**src/rtl/addsub16_nibble_seq_pkg.sv**
```systemverilog
// Shared definitions for the nibble-serial 16-bit add/subtract unit.
// Saturation support is selected with the ADDSUB16_SAT_EN macro in the top module.
package addsub16_nibble_seq_pkg;

  localparam int NIB_W  = 4;
  localparam int DATA_W = 16;

  localparam logic [DATA_W-1:0] SAT_POS = 16'h7FFF;
  localparam logic [DATA_W-1:0] SAT_NEG = 16'h8000;

  typedef enum logic [1:0] {
    IDLE = 2'd0,
    BUSY = 2'd1,
    DONE = 2'd2
  } state_t;

endpackage

```
**src/rtl/addsub16_nibble_seq_cla4_slice.sv**
```systemverilog
// Combinational 4-bit carry-lookahead slice; c3 is the carry into bit 3,
// which the top module uses for signed overflow detection.
module cla4_slice
  import addsub16_nibble_seq_pkg::*;
(
  input  logic [NIB_W-1:0] a,
  input  logic [NIB_W-1:0] b,
  input  logic             cin,
  output logic [NIB_W-1:0] s,
  output logic             cout,
  output logic             c3
);

  logic [NIB_W-1:0] p;
  logic [NIB_W-1:0] g;
  logic             c1;
  logic             c2;

  assign p = a ^ b;
  assign g = a & b;

  // Every carry is expanded directly from p/g/cin rather than rippled.
  assign c1   = g[0] | (p[0] & cin);
  assign c2   = g[1] | (p[1] & g[0]) | (p[1] & p[0] & cin);
  assign c3   = g[2] | (p[2] & g[1]) | (p[2] & p[1] & g[0]) | (p[2] & p[1] & p[0] & cin);
  assign cout = g[3] | (p[3] & g[2]) | (p[3] & p[2] & g[1]) | (p[3] & p[2] & p[1] & g[0])
              | (p[3] & p[2] & p[1] & p[0] & cin);

  assign s = p ^ {c3, c2, c1, cin};

endmodule

```
**src/rtl/addsub16_nibble_seq.sv**
```systemverilog
// Nibble-serial 16-bit signed add/subtract with N/Z/V flags and valid/ready handshakes.
// Define ADDSUB16_SAT_EN to honour the sat input; otherwise results always wrap.
module addsub16_nibble_seq
  import addsub16_nibble_seq_pkg::*;
(
  input  logic              clk,
  input  logic              rst_n,
  input  logic              in_valid,
  output logic              in_ready,
  input  logic [DATA_W-1:0] op_a,
  input  logic [DATA_W-1:0] op_b,
  input  logic              sub,
  input  logic              sat,
  output logic              out_valid,
  input  logic              out_ready,
  output logic [DATA_W-1:0] result,
  output logic              flag_n,
  output logic              flag_z,
  output logic              flag_v
);

  state_t            state;
  state_t            state_nxt;
  logic              accept;
  logic              step;
  logic              last;

  logic [DATA_W-1:0] a_q;
  logic [DATA_W-1:0] b_q;
  logic              carry_q;
  logic [1:0]        idx_q;
  logic [11:0]       sum_q;

  logic [NIB_W-1:0]  a_nib;
  logic [NIB_W-1:0]  b_nib;
  logic [NIB_W-1:0]  s_nib;
  logic              cout;
  logic              c3;
  logic              v_raw;
  logic [DATA_W-1:0] final_res;

`ifdef ADDSUB16_SAT_EN
  logic              sat_q;
`else
  logic              sat_unused;
  assign sat_unused = sat;
`endif

  always_ff @(posedge clk or negedge rst_n) begin
    if (!rst_n) state <= IDLE;
    else        state <= state_nxt;
  end

  always_comb begin
    state_nxt = state;
    accept    = 1'b0;
    step      = 1'b0;
    last      = 1'b0;
    case (state)
      IDLE: begin
        if (in_valid) begin
          accept    = 1'b1;
          state_nxt = BUSY;
        end
      end
      BUSY: begin
        step = 1'b1;
        if (idx_q == 2'd3) begin
          last      = 1'b1;
          state_nxt = DONE;
        end
      end
      DONE: begin
        if (out_ready) state_nxt = IDLE;
      end
      default: state_nxt = IDLE;
    endcase
  end

  assign in_ready  = (state == IDLE);
  assign out_valid = (state == DONE);

  assign a_nib = a_q[{idx_q, 2'b00} +: NIB_W];
  assign b_nib = b_q[{idx_q, 2'b00} +: NIB_W];

  cla4_slice u_slice (
    .a    (a_nib),
    .b    (b_nib),
    .cin  (carry_q),
    .s    (s_nib),
    .cout (cout),
    .c3   (c3)
  );

  // Only meaningful on the final nibble, where cout/c3 belong to bit 15.
  assign v_raw = cout ^ c3;

  always_comb begin
    final_res = {s_nib, sum_q};
`ifdef ADDSUB16_SAT_EN
    if (sat_q && v_raw) final_res = a_q[DATA_W-1] ? SAT_NEG : SAT_POS;
`endif
  end

  // Result and flags load only once the whole word is known, so a partial sum never shows.
  always_ff @(posedge clk or negedge rst_n) begin
    if (!rst_n) begin
      a_q     <= '0;
      b_q     <= '0;
      carry_q <= 1'b0;
      idx_q   <= 2'd0;
      sum_q   <= '0;
      result  <= '0;
      flag_n  <= 1'b0;
      flag_z  <= 1'b0;
      flag_v  <= 1'b0;
`ifdef ADDSUB16_SAT_EN
      sat_q   <= 1'b0;
`endif
    end else begin
      if (accept) begin
        a_q     <= op_a;
        b_q     <= op_b ^ {DATA_W{sub}};
        carry_q <= sub;
        idx_q   <= 2'd0;
`ifdef ADDSUB16_SAT_EN
        sat_q   <= sat;
`endif
      end
      if (step) begin
        carry_q <= cout;
        idx_q   <= idx_q + 2'd1;
        case (idx_q)
          2'd0:    sum_q[3:0]  <= s_nib;
          2'd1:    sum_q[7:4]  <= s_nib;
          2'd2:    sum_q[11:8] <= s_nib;
          default: ;
        endcase
      end
      if (last) begin
        result <= final_res;
        flag_n <= final_res[DATA_W-1];
        flag_z <= (final_res == '0);
        flag_v <= v_raw;
      end
    end
  end

endmodule

```
**config.mk**
```make
export PLATFORM = sky130hd
export DESIGN_NAME = addsub16_nibble_seq
export DESIGN_NICKNAME = d
export VERILOG_FILES = /design/src/rtl/addsub16_nibble_seq_pkg.sv /design/src/rtl/addsub16_nibble_seq_cla4_slice.sv /design/src/rtl/addsub16_nibble_seq.sv
export SDC_FILE = /design/constraint.sdc
export NUM_CORES = 1
export LEC_CHECK = 0
export ABC_AREA = 1
export BUFFER_PORTS_ARGS = -buffer_cell sky130_fd_sc_hd__buf_2
export CAP_MARGIN = 20
export CELL_PAD_IN_SITES_DETAIL_PLACEMENT = 0
export CELL_PAD_IN_SITES_GLOBAL_PLACEMENT = 1
export CORE_MARGIN = 2
export CORE_UTILIZATION = 44
export CTS_CLUSTER_SIZE = 8
export DETAILED_ROUTE_END_ITERATION = 10
export PLACE_DENSITY = 0.85
export SLEW_MARGIN = 5
export SYNTH_ARGS = -nofsm -noshare
export SYNTH_HDL_FRONTEND = slang
export SYNTH_SLANG_ARGS = --single-unit
```
**constraint.sdc**
```tcl
create_clock -name clk -period 6.3 [get_ports clk]
set_clock_uncertainty 0.15 [all_clocks]
set_input_delay 0.63 -clock clk [delete_from_list [all_inputs] [get_ports clk]]
set_output_delay 0.63 -clock clk [all_outputs]
set_load 0.05 [all_outputs]
```
==> metrics.txt, run 1 <==
# TYPE chip_impl_metric gauge
chip_impl_metric{name="synth.ff_latch_count",unit=""} 67
chip_impl_metric{name="global_route.usage.total",unit="%"} 18.5
chip_impl_metric{name="cp.required",unit="ps"} 6430
chip_impl_metric{name="rr_worst_depth",unit=""} 13
chip_impl_info{name="critical-path-top-cell-by-count",value="nand2_1"} 1
chip_impl_metric{name="layout.nets",unit=""} 480
chip_impl_metric{name="post-cts-setup-buffer-count",unit=""} 0
chip_impl_metric{name="tns",unit="ps"} 0
chip_impl_metric{name="mappedNetlistNets",unit=""} 426
chip_impl_metric{name="post-route-min-period",unit="ps"} 2880
chip_impl_metric{name="firstDrtPassIters",unit=""} 4
chip_impl_info{name="run_status",value="completed"} 1
chip_impl_metric{name="insertion_delay",unit="ps"} 340
chip_impl_metric{name="timing_max_transition_violations_final",unit=""} 0
chip_impl_info{name="cp_cell_sequence",value="inv_2 > nand2_1 > a32oi_1 > inv_1 > fa_1 > inv_1 > nor2_1 > nand2_1 > nor2_1 > nand3_1 > nor2_1 > nand2_1 > nand2_1"} 1
chip_impl_metric{name="multiInputGateArea",unit="sq um"} 1310
chip_impl_metric{name="vias_after_detailed_routing",unit=""} 2542
chip_impl_metric{name="core_area",unit="sq um"} 7140
chip_impl_metric{name="post_synth_mux_area_share",unit="%"} 0
chip_impl_metric{name="power.total",unit="uW"} 2260
chip_impl_metric{name="path_clk_slew",unit="ps"} 70
chip_impl_metric{name="netlist_instances",unit=""} 379
chip_impl_metric{name="critical_path_arrival",unit="ps"} 3010
chip_impl_metric{name="die_area",unit="sq um"} 7930
chip_impl_metric{name="globalRoute.totalOverflow",unit=""} 0
chip_impl_metric{name="p_leak",unit="uW"} 0.00194
chip_impl_metric{name="detail_route.wl_per_cell",unit="um"} 12.0
chip_impl_info{name="timing.critical_path.from",value="idx_q[0]$_DFFE_PN0P_"} 1
chip_impl_info{name="main_combinational_cell_family_by_area_after_synthesis",value="simple AND/OR/NAND/NOR gates"} 1
chip_impl_metric{name="cts-hold-fix-buffers",unit=""} 0
chip_impl_metric{name="avgViaCountPerCell",unit=""} 4.73
chip_impl_metric{name="highest_net_fanout_along_the_worst_path",unit=""} 20
chip_impl_metric{name="tritoncts.num_buffers",unit=""} 9
chip_impl_metric{name="fraction_of_the_mapped_netlist_area_in_simple_logic_gates",unit="%"} 22.6
chip_impl_metric{name="slowest_cell_delay_on_critical_path",unit="ps"} 610
chip_impl_metric{name="syn_area",unit="sq um"} 3180
chip_impl_metric{name="dpl.hpwl",unit="um"} 4400
chip_impl_metric{name="timing_worst_slew_pin_value",unit="ps"} 849
chip_impl_metric{name="placement_rows",unit=""} 31
chip_impl_metric{name="timing.final.setup_violations",unit=""} 0
chip_impl_info{name="min_path_type",value="in -> async"} 1
chip_impl_metric{name="filler_cell_count",unit=""} 754
chip_impl_metric{name="flow.area_growth_from_synthesis",unit="%"} 16.1
chip_impl_metric{name="htree_levels",unit=""} 3
chip_impl_metric{name="numPortBuffers",unit=""} 57
chip_impl_info{name="critical_path_class",value="reg -> reg"} 1
chip_impl_metric{name="yosysUniqueCellTypes",unit=""} 24
chip_impl_metric{name="drc",unit=""} 0
chip_impl_info{name="reg2reg_from",value="idx_q[0]$_DFFE_PN0P_"} 1
chip_impl_metric{name="max_freq",unit="MHz"} 347
chip_impl_info{name="cts_tree",value="done"} 1
chip_impl_metric{name="first_pass_grt_wire_length",unit="um"} 11200
chip_impl_metric{name="die_h",unit="um"} 89.1
chip_impl_metric{name="start_util",unit="%"} 44.6
chip_impl_metric{name="number_of_global_route_vias_before_repair",unit=""} 2444
chip_impl_metric{name="final_worst_path_period_share",unit="%"} 45.7
chip_impl_metric{name="hold_viol_final",unit=""} 0
chip_impl_info{name="clock_tree.root_cell",value="clkbuf_8"} 1
chip_impl_metric{name="antenna_violations_before_repair",unit=""} 0
chip_impl_info{name="critical_path.reg2reg.endpoint",value="flag_z$_DFFE_PN0P_"} 1
chip_impl_metric{name="power.density",unit="nW/um^2"} 612
chip_impl_metric{name="die_x",unit="um"} 89.1
chip_impl_metric{name="antenna_violating_nets_post_route",unit=""} 0
chip_impl_metric{name="ff2ff_setup_slack",unit="ps"} 3420
chip_impl_metric{name="ff_latch_area",unit="sq um"} 1680
chip_impl_metric{name="pin_count_of_the_biggest_net_entering_global_routing",unit=""} 68
chip_impl_metric{name="clkSinkCount",unit=""} 67
chip_impl_metric{name="synth-compound-area-share",unit="%"} 10.5
chip_impl_metric{name="synth_fa_ha_area_share",unit="%"} 3.77
chip_impl_metric{name="slew_headroom",unit="%"} 43.4
chip_impl_metric{name="vdd_ir_drop_max",unit="mV"} 0.225
chip_impl_metric{name="drv.max_cap_violation_count",unit=""} 0
chip_impl_metric{name="synth.yosys.seq_area_share",unit="%"} 52.7
chip_impl_metric{name="ys.warnings.count",unit=""} 0
chip_impl_metric{name="postSynthAreaPerCell",unit="sq um"} 8.40
chip_impl_metric{name="synth_xor_area_share",unit="%"} 4.40
chip_impl_metric{name="ios",unit=""} 59
chip_impl_metric{name="layout_cell_share_with_drive_strength_beyond_1",unit="%"} 19.4
chip_impl_metric{name="globalplace.congestion",unit=""} 0.748
chip_impl_info{name="capturing_element_type_of_the_critical_path",value="flip-flop"} 1
chip_impl_info{name="library_cell_contributing_the_largest_single_delay_on_the_critical_path",value="dfrtp_1"} 1
chip_impl_metric{name="dr.first_iter.drc_count",unit=""} 92
chip_impl_metric{name="drt-total-wl",unit="um"} 6440
chip_impl_metric{name="number_of_buffers_on_the_longest_clock_path",unit=""} 2
chip_impl_info{name="rsz0062_at_grt",value="no"} 1
chip_impl_metric{name="postCtsResizedCells",unit=""} 0
chip_impl_metric{name="diodes",unit=""} 0
chip_impl_info{name="setup.worst_path.start_class",value="flip-flop"} 1
## per-stage QoR
step / util (%) / std cells / cell area, sq um / hold WS [ps] / setup WS, ps
after floorplan: - / 379 / 3180 / 184 / 4100
after detailed placement: 49.0 / 521 / 3500 / 312 / 3420
after CTS: 51.8 / 537 / 3700 / 315 / 3390
final: 51.8 / 537 / 3700 / 300 / 3420
after global routing: 51.8 / 537 / 3700 / 314 / 3090
after global placement: 49.0 / 521 / 3500 / 308 / 3440
## critical path: cells and delay by family (launching register included)
family	cells	cell delay, ps
AOI/OAI and AO/OA	1	290
DFF	1	610
adders and majority gates	1	610
and+or+nand+nor	8	580
buffers and inverters	3	570
## report_power, final
part / internal [uW] / switching (uW)
clock: 185 / 160
sequential: 631 / 131
combinational: 349 / 808
## placed cells by master, fill, tap and decap left out, types with 2 or more instances in the layout
cell type   instances
a32oi_1             2
o22ai_1             6
nor2_2              2
ha_1                8
nor2_1             24
clkinvlp_4          2
nand2_2             2
nand2_1           148
buf_2              57
dfrtp_1            67
o21ai_0            49
clkbuf_8           13
xnor2_1            16
o21ai_1             2
inv_1              18
a21oi_1             3
nand3_1             5
inv_2               6
## cells in the mapped netlist
library cell / number / area (sq um)
nand2_2: 2 / 12.5
nand3_2: 1 / 10.0
o21ai_1: 2 / 10.0
a21oi_1: 3 / 15.0
nand2_1: 148 / 556
inv_2: 6 / 22.5
clkinv_1: 1 / 3.75
nand3_1: 5 / 25.0
inv_1: 18 / 67.6
o21ai_0: 49 / 245
nand4_1: 1 / 6.26
buf_6: 3 / 33.8
nand3b_1: 1 / 7.51
o31ai_1: 1 / 7.51
fa_1: 1 / 20.0
nor2_2: 2 / 12.5
nor2_1: 24 / 90.1
ha_1: 8 / 100
dfrtp_1: 67 / 1680
o22ai_1: 6 / 37.5
xnor2_1: 16 / 140
buf_4: 3 / 22.5
buf_2: 9 / 45.0
a32oi_1: 2 / 17.5
## how the worst max path moves through the flow
stage                         end  slack (ps)  depth (start not counted)
2_1_floorplan  flag_z$_DFFE_PN0P_        4100                         14
3_3_place_gp   flag_z$_DFFE_PN0P_        3440                         13
3_5_place_dp   flag_z$_DFFE_PN0P_        3420                         13
4_1_cts        flag_z$_DFFE_PN0P_        3390                         13
5_1_grt        flag_z$_DFFE_PN0P_        3090                         13
6_report       flag_z$_DFFE_PN0P_        3420                         13
## state kept, by name (all words and copies together) (netlist names)
register and cells:
a_q 16, b_q 16, carry_q 1, flag_v 1, flag_z 1, idx_q 2, result 16, state 2
sum_q 12
## cell families after synthesis
kind of cell | count (synthesis)
AOI/OAI and AO/OA | 63
DFF | 67
and+or+nand+nor | 184
xor gates and xnor gates | 16
buffers and inverters | 40
adders and majority gates | 9
## per-layer routing
metal	up-vias	routed length (um)	share of wire, %	GRT usage, %
li1	1304	-	-	-
met1	1171	2980	46	23.5
met2	56	3130	49	30.9
met3	11	254	3.9	4.25
met4	0	80	1.2	7.33
met5	-	0	0	0
## cell type report
cell class	count	share of cell area, %
Sequential cell	67	45.3
Multi-Input combinational cell	272	35.5
Timing Repair Buffer	58	7.92
Clock buffer	13	4.84
Tap cell	99	3.35
Inverter	25	2.54
Clock inverter	3	0.541
Note: power is estimated with default switching activity, not from simulation.
==> inputs of run 2 (changes only) <==
--- a/config.mk
+++ b/config.mk
@@ -11,10 +11,10 @@
 export CELL_PAD_IN_SITES_DETAIL_PLACEMENT = 0
 export CELL_PAD_IN_SITES_GLOBAL_PLACEMENT = 1
 export CORE_MARGIN = 2
-export CORE_UTILIZATION = 44
+export CORE_UTILIZATION = 41
 export CTS_CLUSTER_SIZE = 8
 export DETAILED_ROUTE_END_ITERATION = 10
-export PLACE_DENSITY = 0.85
+export PLACE_DENSITY = 0.8
 export SLEW_MARGIN = 5
 export SYNTH_ARGS = -nofsm -noshare
 export SYNTH_HDL_FRONTEND = slang
==> constraint.sdc (replaced) <==
create_clock -name clk -period 2.85 [get_ports clk]
set_clock_uncertainty 0.15 [all_clocks]
set_input_delay 0.285 -clock clk [delete_from_list [all_inputs] [get_ports clk]]
set_output_delay 0.285 -clock clk [all_outputs]
set_load 0.05 [all_outputs]
==> run 2 against run 1 <==
  * First-iteration DRC count decreased by 20%
  * Die area increased by 7.0%
  * Hold slack got worse by 290 ps
  * Via count increased by 3.1%
  * Cell count increased by 4.7%
  * Routed wire length increased by 2.2%
  * Total power increased by 130%
  * Count of clock-buffer cells in the layout decreased by 2
  * Flip-flop and latch count unchanged
  * Non-clock buffer count increased by 22
  * Critical endpoint unchanged
  * Largest power group unchanged
==> metrics.txt, run 2 (synthesized netlist as in run 1, its figures left out) <==
# TYPE chip_impl_metric gauge
chip_impl_info{name="run_status",value="completed"} 1
chip_impl_metric{name="timing.final.setup_violations",unit=""} 0
chip_impl_metric{name="postLayoutCoreUtil",unit="%"} 51.7
chip_impl_metric{name="final_worst_path_period_share",unit="%"} 87.6
chip_impl_metric{name="pin_count_of_the_biggest_net_entering_global_routing",unit=""} 49
chip_impl_metric{name="clkSinkCount",unit=""} 67
chip_impl_metric{name="vias_after_detailed_routing",unit=""} 2620
chip_impl_metric{name="layout_setup_ws",unit="ps"} 355
chip_impl_info{name="cts_tree",value="done"} 1
chip_impl_metric{name="globalRoute.totalOverflow",unit=""} 0
chip_impl_metric{name="avgViaCountPerCell",unit=""} 4.66
chip_impl_metric{name="rr_worst_depth",unit=""} 13
chip_impl_metric{name="antenna_violating_nets_post_route",unit=""} 0
chip_impl_metric{name="timing_max_transition_violations_final",unit=""} 0
chip_impl_info{name="setup.worst_path.start_class",value="flip-flop"} 1
chip_impl_info{name="worst_hold_path.endpoint",value="a_q[3]$_DFFE_PN0P_"} 1
chip_impl_metric{name="number_of_global_route_vias_before_repair",unit=""} 2581
chip_impl_metric{name="firstDrtPassIters",unit=""} 4
chip_impl_metric{name="grt.met1_usage",unit="%"} 22.3
chip_impl_metric{name="drc",unit=""} 0
chip_impl_metric{name="tns",unit="ps"} 0
chip_impl_metric{name="grtUsageMet2",unit="%"} 29.2
chip_impl_metric{name="first_pass_grt_wire_length",unit="um"} 11700
chip_impl_info{name="clock_tree.root_cell",value="clkbuf_8"} 1
chip_impl_metric{name="globalplace.congestion",unit=""} 0.820
chip_impl_metric{name="drv.max_cap_violation_count",unit=""} 0
chip_impl_metric{name="diodes",unit=""} 0
chip_impl_metric{name="flow.area_growth_from_synthesis",unit="%"} 23.5
chip_impl_info{name="holdCritStartpoint",value="op_a[3]"} 1
chip_impl_metric{name="core_area",unit="sq um"} 7610
chip_impl_metric{name="filler_cell_count",unit=""} 757
chip_impl_metric{name="critical_path_arrival",unit="ps"} 2620
chip_impl_info{name="top_usage_layer",value="met2"} 1
chip_impl_metric{name="placement_rows",unit=""} 32
chip_impl_metric{name="postCtsResizedCells",unit=""} 0
chip_impl_metric{name="insertion_delay",unit="ps"} 340
chip_impl_metric{name="die_x",unit="um"} 92.1
chip_impl_info{name="min_path_type",value="in -> reg"} 1
chip_impl_info{name="biggestRegsByFlops",value="a_q: 16 flops, b_q: 16 flops, result: 16 flops"} 1
chip_impl_metric{name="power.density",unit="nW/um^2"} 1300
chip_impl_metric{name="ios",unit=""} 59
chip_impl_info{name="capturing_element_type_of_the_critical_path",value="flip-flop"} 1
chip_impl_info{name="reg2reg_from",value="idx_q[1]$_DFFE_PN0P_"} 1
chip_impl_metric{name="dr.first_iter.drc_count",unit=""} 74
chip_impl_info{name="critical_path.reg2reg.endpoint",value="flag_z$_DFFE_PN0P_"} 1
chip_impl_metric{name="hold_viol_final",unit=""} 0
chip_impl_metric{name="htree_levels",unit=""} 3
chip_impl_metric{name="timing_worst_slew_pin_value",unit="ps"} 732
chip_impl_metric{name="p_leak",unit="uW"} 0.00205
chip_impl_metric{name="layout_cell_share_with_drive_strength_beyond_1",unit="%"} 19.8
chip_impl_info{name="mostFrequentLayoutCell",value="nand2_1"} 1
chip_impl_metric{name="path_clk_slew",unit="ps"} 70
chip_impl_metric{name="post-route-min-period",unit="ps"} 2500
chip_impl_metric{name="die_area",unit="sq um"} 8490
chip_impl_metric{name="hold-path-cell-count",unit=""} 3
chip_impl_metric{name="numPortBuffers",unit=""} 57
chip_impl_metric{name="cp.required",unit="ps"} 2980
chip_impl_metric{name="layout.nets",unit=""} 502
chip_impl_metric{name="highest_net_fanout_along_the_worst_path",unit=""} 13
chip_impl_metric{name="global_route.usage.total",unit="%"} 17.3
chip_impl_metric{name="vdd_ir_drop_max",unit="mV"} 0.528
chip_impl_metric{name="detail_route.wl_per_cell",unit="um"} 11.7
chip_impl_metric{name="tritoncts.num_buffers",unit=""} 9
chip_impl_metric{name="ff2ff_setup_slack",unit="ps"} 350
chip_impl_metric{name="drt-total-wl",unit="um"} 6580
chip_impl_metric{name="die_h",unit="um"} 92.1
chip_impl_info{name="critical_path_class",value="reg -> reg"} 1
chip_impl_info{name="rsz0062_at_grt",value="no"} 1
chip_impl_metric{name="start_util",unit="%"} 41.9
chip_impl_metric{name="grtUsageMet3",unit="%"} 2.88
chip_impl_metric{name="slew_headroom",unit="%"} 51.2
chip_impl_info{name="most-common-layout-cells",value="148 x nand2_1, 67 x dfrtp_1, 57 x buf_2"} 1
chip_impl_metric{name="antenna_violations_before_repair",unit=""} 0
chip_impl_metric{name="max_freq",unit="MHz"} 401
chip_impl_metric{name="dpl.hpwl",unit="um"} 4620
chip_impl_metric{name="number_of_buffers_on_the_longest_clock_path",unit=""} 2
chip_impl_metric{name="worst_setup_slack_before_clock_tree_synthesis",unit="ps"} 370
-- run 2: changes by cell type in the layout (fill, tap and decap cells not counted) --
cell | before | now
buf_12 | 0 | 1
dlygate4sd3_1 | 0 | 16
inv_6 | 0 | 1
clkinvlp_4 | 2 | 1
buf_4 | 1 | 6
clkbuf_8 | 13 | 11
clkinv_4 | 0 | 1
bufinv_16 | 0 | 1
-- run 2: worst max path at each step --
stage | end | slack, ps | startpoint
floorplan | flag_z$_DFFE_PN0P_ | 650 | idx_q[0]$_DFFE_PN0P_
global placement | flag_z$_DFFE_PN0P_ | 420 | idx_q[1]$_DFFE_PN0P_
detailed placement | flag_z$_DFFE_PN0P_ | 370 | idx_q[1]$_DFFE_PN0P_
CTS | flag_z$_DFFE_PN0P_ | 340 | idx_q[1]$_DFFE_PN0P_
global route | flag_z$_DFFE_PN0P_ | 30 | idx_q[1]$_DFFE_PN0P_
finish | flag_z$_DFFE_PN0P_ | 350 | idx_q[1]$_DFFE_PN0P_
-- run 2: routing by layer --
layer	wire length (um)	part of all wire [%]
met1	3080	47
met5	0	0
met2	3160	48
met4	99	1.5
met3	249	3.8
-- run 2: final cells by class --
cell class | instances | area (sq um) | area share [%]
Sequential cell | 67 | 1680 | 42.6
Multi-Input combinational cell | 272 | 1310 | 33.4
Timing Repair Buffer | 80 | 510 | 13.0
Clock buffer | 11 | 151 | 3.85
Tap cell | 102 | 128 | 3.25
Inverter | 25 | 93.8 | 2.39
Clock inverter | 5 | 60.1 | 1.53
-- run 2: worst max-delay path, stage by stage (launching register included) --
cell,delay (ps)
dfrtp_1,380
inv_1,320
a21oi_1,70
a32oi_1,280
inv_1,100
fa_1,590
inv_1,50
nor2_1,80
nand2_1,50
nor2_1,80
nand3_1,70
nor2_1,90
nand2_1,60
nand2_1,50
-- run 2: timing repair --
| action | CTS | global route |
|---|---|---|
| hold buffers | 16 | 0 |
| setup buffers | 0 | 0 |
| endpoints found under the hold margin | 45 | 0 |
-- run 2: where the power goes --
part	internal (uW)	switching, uW
Combinational	822	1810
Clock	455	371
Sequential	1390	247
-- run 2: stage by stage --
stage	hold slack, ps	total power [uW]	instance area, sq um	cells
6_report	9.26	5100	3930	562
5_1_grt	7.55	5610	3930	562
4_1_cts	1.72	5170	3930	562
3_5_place_dp	244	4310	3560	530
3_3_place_gp	231	4240	3560	530
2_1_floorplan	-161	3650	3180	379
